===== config.mk =====
export PLATFORM = sky130hd
export DESIGN_NAME = t07_fpu_mul_seq_flat
export DESIGN_NICKNAME = d
export VERILOG_FILES = /design/src/rtl/t07_fpu_mul_seq_if.sv /design/src/rtl/t07_fpu_mul_seq.sv /design/src/flat_wrapper.sv
export SDC_FILE = /design/constraint.sdc
export NUM_CORES = 1
export LEC_CHECK = 0
export CAP_MARGIN = 10
export CORE_MARGIN = 4
export CORE_UTILIZATION = 51
export CTS_CLUSTER_SIZE = 16
export DETAILED_ROUTE_END_ITERATION = 7
export GPL_TIMING_DRIVEN = 0
export PLACE_DENSITY = 0.81
export SLEW_MARGIN = 25
export SYNTH_ARGS = -nofsm -noshare
export SYNTH_HDL_FRONTEND = slang
export SYNTH_SLANG_ARGS = --single-unit

===== constraint.sdc =====
create_clock -name clk -period 3 [get_ports clk]
set_input_delay 0.3 -clock clk [delete_from_list [all_inputs] [get_ports clk]]
set_output_delay 0.3 -clock clk [all_outputs]
set_load 0.02 [all_outputs]

===== src/rtl/t07_fpu_mul_seq_if.sv =====
// t07_fpu_mul_seq_if: request/result bundle between the FPU control FSM and the sequential multiplier
interface t07_fpu_mul_seq_if #(parameter int WIDTH = 32);
  logic             en;
  logic [4:0]       op;
  logic [WIDTH-1:0] inA;
  logic [WIDTH-1:0] inB;
  logic             signA;
  logic             signB;
  logic [WIDTH-1:0] product_hi;
  logic [WIDTH-1:0] product_lo;
  logic             sign;
  logic             overflow;
  logic             busy;
  logic             done;
  modport master (
    output en, op, inA, inB, signA, signB,
    input  product_hi, product_lo, sign, overflow, busy, done
  );
  modport slave (
    input  en, op, inA, inB, signA, signB,
    output product_hi, product_lo, sign, overflow, busy, done
  );
endinterface


===== src/rtl/t07_fpu_mul_seq.sv =====
// t07_fpu_mul_seq: radix-2 shift-add unsigned multiplier, one partial-product bit per clock
module t07_fpu_mul_seq #(
  parameter int         WIDTH  = 32,
  parameter logic [4:0] MUL_OP = 5'd6
) (
  input  logic               clk,
  input  logic               nrst,
  t07_fpu_mul_seq_if.slave   bus
);
  localparam int CW = $clog2(WIDTH + 1);
  typedef enum logic [1:0] {IDLE, RUN, DONE} state_t;
  state_t            state_q, state_d;
  logic [CW-1:0]     cnt_q, cnt_d;
  logic [WIDTH-1:0]  acc_q, acc_d, mcand_q, mcand_d, mplier_q, mplier_d;
  logic              sign_q, sign_d;
  logic [WIDTH:0]    sum;
  logic              start, load, run, last;
  assign start = bus.en && bus.op == MUL_OP;
  assign run   = state_q == RUN;
  assign load  = start && !run;
  assign last  = cnt_q == CW'(WIDTH - 1);
  always_ff @(posedge clk or negedge nrst)
    if (!nrst) state_q <= IDLE;
    else       state_q <= state_d;
  always_comb state_d = run ? (last ? DONE : RUN) : (start ? RUN : IDLE);
  always_comb begin
    bus.busy = run;
    bus.done = state_q == DONE;
  end
  // carry of the add is kept and shifted straight into the top of acc
  assign sum = {1'b0, acc_q} + (mplier_q[0] ? {1'b0, mcand_q} : '0);
  always_comb begin
    acc_d    = load ? '0 : run ? sum[WIDTH:1] : acc_q;
    mplier_d = load ? bus.inB : run ? {sum[0], mplier_q[WIDTH-1:1]} : mplier_q;
    mcand_d  = load ? bus.inA : mcand_q;
    sign_d   = load ? bus.signA ^ bus.signB : sign_q;
    cnt_d    = load ? '0 : run ? cnt_q + 1'b1 : cnt_q;
  end
  always_ff @(posedge clk or negedge nrst)
    if (!nrst) begin
      acc_q    <= '0;
      mplier_q <= '0;
      mcand_q  <= '0;
      sign_q   <= 1'b0;
      cnt_q    <= '0;
    end else begin
      acc_q    <= acc_d;
      mplier_q <= mplier_d;
      mcand_q  <= mcand_d;
      sign_q   <= sign_d;
      cnt_q    <= cnt_d;
    end
  assign bus.product_hi = acc_q;
  assign bus.product_lo = mplier_q;
  assign bus.overflow   = |acc_q;
  assign bus.sign       = sign_q & (|{acc_q, mplier_q});
endmodule

===== src/flat_wrapper.sv =====
// flat-port wrapper written by rule: the top's interface ports become plain ports
module t07_fpu_mul_seq_flat 
#(
  parameter int         WIDTH  = 32,
  parameter logic [4:0] MUL_OP = 5'd6
)
  (clk, nrst, bus_en, bus_op, bus_inA, bus_inB, bus_signA, bus_signB, bus_product_hi, bus_product_lo, bus_sign, bus_overflow, bus_busy, bus_done);
  t07_fpu_mul_seq_if #(.WIDTH(WIDTH)) bus_i ();
  input  logic clk;
  input  logic nrst;
  input wire logic [$bits(bus_i.en)-1:0] bus_en;
  input wire logic [$bits(bus_i.op)-1:0] bus_op;
  input wire logic [$bits(bus_i.inA)-1:0] bus_inA;
  input wire logic [$bits(bus_i.inB)-1:0] bus_inB;
  input wire logic [$bits(bus_i.signA)-1:0] bus_signA;
  input wire logic [$bits(bus_i.signB)-1:0] bus_signB;
  output wire logic [$bits(bus_i.product_hi)-1:0] bus_product_hi;
  output wire logic [$bits(bus_i.product_lo)-1:0] bus_product_lo;
  output wire logic [$bits(bus_i.sign)-1:0] bus_sign;
  output wire logic [$bits(bus_i.overflow)-1:0] bus_overflow;
  output wire logic [$bits(bus_i.busy)-1:0] bus_busy;
  output wire logic [$bits(bus_i.done)-1:0] bus_done;
  assign bus_i.en = bus_en;
  assign bus_i.op = bus_op;
  assign bus_i.inA = bus_inA;
  assign bus_i.inB = bus_inB;
  assign bus_i.signA = bus_signA;
  assign bus_i.signB = bus_signB;
  assign bus_product_hi = bus_i.product_hi;
  assign bus_product_lo = bus_i.product_lo;
  assign bus_sign = bus_i.sign;
  assign bus_overflow = bus_i.overflow;
  assign bus_busy = bus_i.busy;
  assign bus_done = bus_i.done;
  t07_fpu_mul_seq #(.WIDTH(WIDTH), .MUL_OP(MUL_OP)) u_core (.clk(clk), .nrst(nrst), .bus(bus_i));
endmodule

==> qor.yml <==
status:
  status: "complete, but fails checks"
  violations: "negative setup slack"
finish:
  diodes: 0
  area_growth_pct: 34.52
  layoutNonFillerInstCount: 1000
  drive_gt1_frac: 0.1214
  fillers: 924
  fin_nets: 936
  fin_util: 0.7050
critical_path:
  required_ns: 3.25
  r2r_end: "u_core.bus.product_hi[31]$_DFFE_PN0P_"
  max_stage_delay_ns: 0.50
  cp_max_fo: 6
  rrSetupSlack_ns: -0.005
  crit_arrival_ns: 3.26
  timing.rr.start: "u_core.bus.product_lo[0]$_DFFE_PN0P_"
  cp-start-kind: "flop"
  cpMaxStageDelayCell: "dfrtp_2"
  crit_chain: "and2_4, ha_4, fa_2, a21o_1, a221oi_4, nor4b_1, o31ai_1, buf_4, and2_2, o22ai_1, a2111oi_2, nor2_1"
  ff2ff_path_depth: 12
  cp-end-kind: "flop"
  crit_type: "reg -> reg"
yosys:
  synth_common_cells: "dfrtp_1, o21ai_0, nand2_1, mux2i_1, clkbuf_1"
  ys_seq_area_frac: 0.4140
  ys_top_cells_by_area: "dfrtp_1, ha_1, o21ai_0"
  synth_cell_types: 53
  syn_inst: 672
  synth_top_area_frac: 0.4140
  yosys_most_used_dff: "dfrtp_1"
  yosysWarnings: 0
  avgSynthCellArea_um2: 9.445
  synth_fp_nets: 780
  ys_seq_elements: 105
  synth_most_common_cell: "dfrtp_1"
  synth_area_leader_cell: "dfrtp_1"
  synth_edf_count: 0
  syn_area_um2: 6347
  async_reset_ff_frac: 1.000
die:
  die_area_um2: 14290
  rows: 40
  die-width_um: 119.6
  die_h_um: 119.6
  io_pins: 142
  start_util: 0.5241
  coreArea_um2: 12110
timing:
  fmax_mhz: 332.8
  fin_skew_ns: 0.01698
  whs_ns: 0.3895
  hold_viol_final: 0
  setup_viol: 1
  min_period_ns: 3.005
  maxSlewHeadroom: 0.5336
  finalCritPeriodShare: 1.002
  finalWorstSetupSlack_ns: -0.004760
  worstMarginPinSlew_ns: 0.6996
  fin_setup_tns_ns: -0.004760
  report.final.slew_viol_count: 0
  rsz0062_at_grt: "true"
global_route:
  grt_max_degree: 77
  gr-total-overflow: 0
  antenna_found_initial: 0
  grt_pass1_vias: 5924
  grt_first_pass_wirelength_mm: 29.32
  grt_usage: 0.2535
drt:
  drtAntennaViolNets: 0
  drt_iter0_drc: 508
  drc: 0
  vias: 5838
  routed_wl_mm: 18.18
  drt_pass1_iterations: 6
  wl_per_cell_um: 18.18
  viasPerCell: 5.838
placed_design:
  place_congestion: 0.9117
  dp.cells: 982
  placement.io_buffers: 141
  dpl.hpwl_mm: 13.34
clock_tree:
  cts_tree: "built"
  cts_buffer_depth: 2
  cts.clk_slew.worst_paths_ns: 0.08
  cts_sinks: 105
  cts_buffers: 9
  cts-root-buf: "clkbuf_16"
  clk-insertion-delay-late_ns: 0.37
  htreeDepth: 3
power_and_ir_drop:
  powerDensity_nw_per_um2: 653.9
  power.total_uw: 5584
  p_leak_uw: 0.003922
  peakVddDrop_v: 0.0005621
worst_hold_path:
  hold_path.class: "in -> async"
run:
  cap_viol_max_count: 0
routing by layer:
| metal | vias to the layer above | wire (um) | GRT usage |
|---|---|---|---|
| met5 | - | 0 | 0 |
| met4 | 0 | 465 | 0.1016 |
| met3 | 40 | 1261 | 0.05985 |
| met2 | 234 | 8849 | 0.4131 |
| met1 | 2826 | 7598 | 0.3271 |
| li1 | 2738 | - | - |
how the worst max path moves through the flow:
stage                                         startpoint                                     to  slack, ns  depth (start not counted)
finish              u_core.bus.product_lo[0]$_DFFE_PN0P_  u_core.bus.product_hi[31]$_DFFE_PN0P_     -0.005                         12
global placement                                    nrst  u_core.bus.product_lo[21]$_DFFE_PN0P_      -2.19                          1
CTS                 u_core.bus.product_lo[0]$_DFFE_PN0P_  u_core.bus.product_hi[31]$_DFFE_PN0P_      -0.01                         12
global route        u_core.bus.product_lo[0]$_DFFE_PN0P_  u_core.bus.product_hi[31]$_DFFE_PN0P_      -0.10                         12
detailed placement  u_core.bus.product_lo[0]$_DFFE_PN0P_  u_core.bus.product_hi[31]$_DFFE_PN0P_      -0.45                         11
floorplan           u_core.bus.product_lo[0]$_DFFE_PN0P_  u_core.bus.product_hi[31]$_DFFE_PN0P_       0.08                         11
critical path: cells and delay by family, from the launching register on:
kind / cells / cell delay (ns)
fa+ha+maj: 2 / 0.54
compound gates: 5 / 1.17
flops: 1 / 0.50
simple gates: 4 / 0.53
buf+inv: 1 / 0.15
layout make-up:
| class | instances | area [um2] | share of cell area |
|---|---|---|---|
| well taps | 168 | 210.2 | 0.02462 |
| clock buffers | 10 | 239.0 | 0.02799 |
| repair buffers | 151 | 1514 | 0.1773 |
| plain buffers | 33 | 140.1 | 0.01641 |
| multi-input cells | 520 | 3727 | 0.4365 |
| clock inverters | 5 | 48.80 | 0.005715 |
| inverters | 8 | 30.03 | 0.003517 |
| flip-flops and latches | 105 | 2629 | 0.3079 |
report_power, final:
group | switching [uW] | internal [uW]
Clock | 578 | 598
Combinational | 1200 | 1060
Sequential | 413 | 1740
cells in the final DEF, fill, tap and decap left out, types with 17 or more instances in the layout:
master,n
clkdlybuf4s50_1,140
dfrtp_1,104
o21ai_0,74
nand2_1,73
mux2i_1,37
mux2_2,32
and2_1,31
nand3_1,30
a21oi_1,26
clkbuf_1,25
nor2_1,24
ha_1,24
nor4_1,17
a21o_1,17
metrics by stage:
| stage | worst slack, ns | cell area [um2] |
|---|---|---|
| 2_1_floorplan | 0.08090 | 6347 |
| 3_3_place_gp | -2.187 | 7969 |
| 3_5_place_dp | -0.4542 | 7998 |
| 4_1_cts | -0.009940 | 8393 |
| 5_1_grt | -0.1024 | 8538 |
| 6_report | -0.004760 | 8538 |
cells by family (layout without fill, tap and decap cells):
kind of cell | after synthesis | count (layout) | synth area share
xor+xnor | 25 | 25 | 0.03450
flops | 105 | 105 | 0.4140
compound gates | 169 | 169 | 0.1624
simple gates | 223 | 223 | 0.1778
buf+inv | 47 | 207 | 0.02799
mux | 69 | 69 | 0.1151
fa+ha+maj | 34 | 34 | 0.06820
what timing repair did:
item / in CTS / in global routing
hold buffers: 1 / 0
buffers inserted: 5 / 3
resized for setup: 16 / 39
pin swaps: 7 / 8
cloned: 0 / 0
hold endpoints to repair: 29 / 0
setup endpoints to repair: 20 / 15
state kept, by name (all words and copies together), names as in the netlist:
name and flops:
u_core.mcand_q 32, u_core.state_q 2, u_core.bus.product_lo 32, u_core.cnt_q 6
u_core.sign_q 1, u_core.bus.product_hi 32
Power figures use the tool's default switching activity.
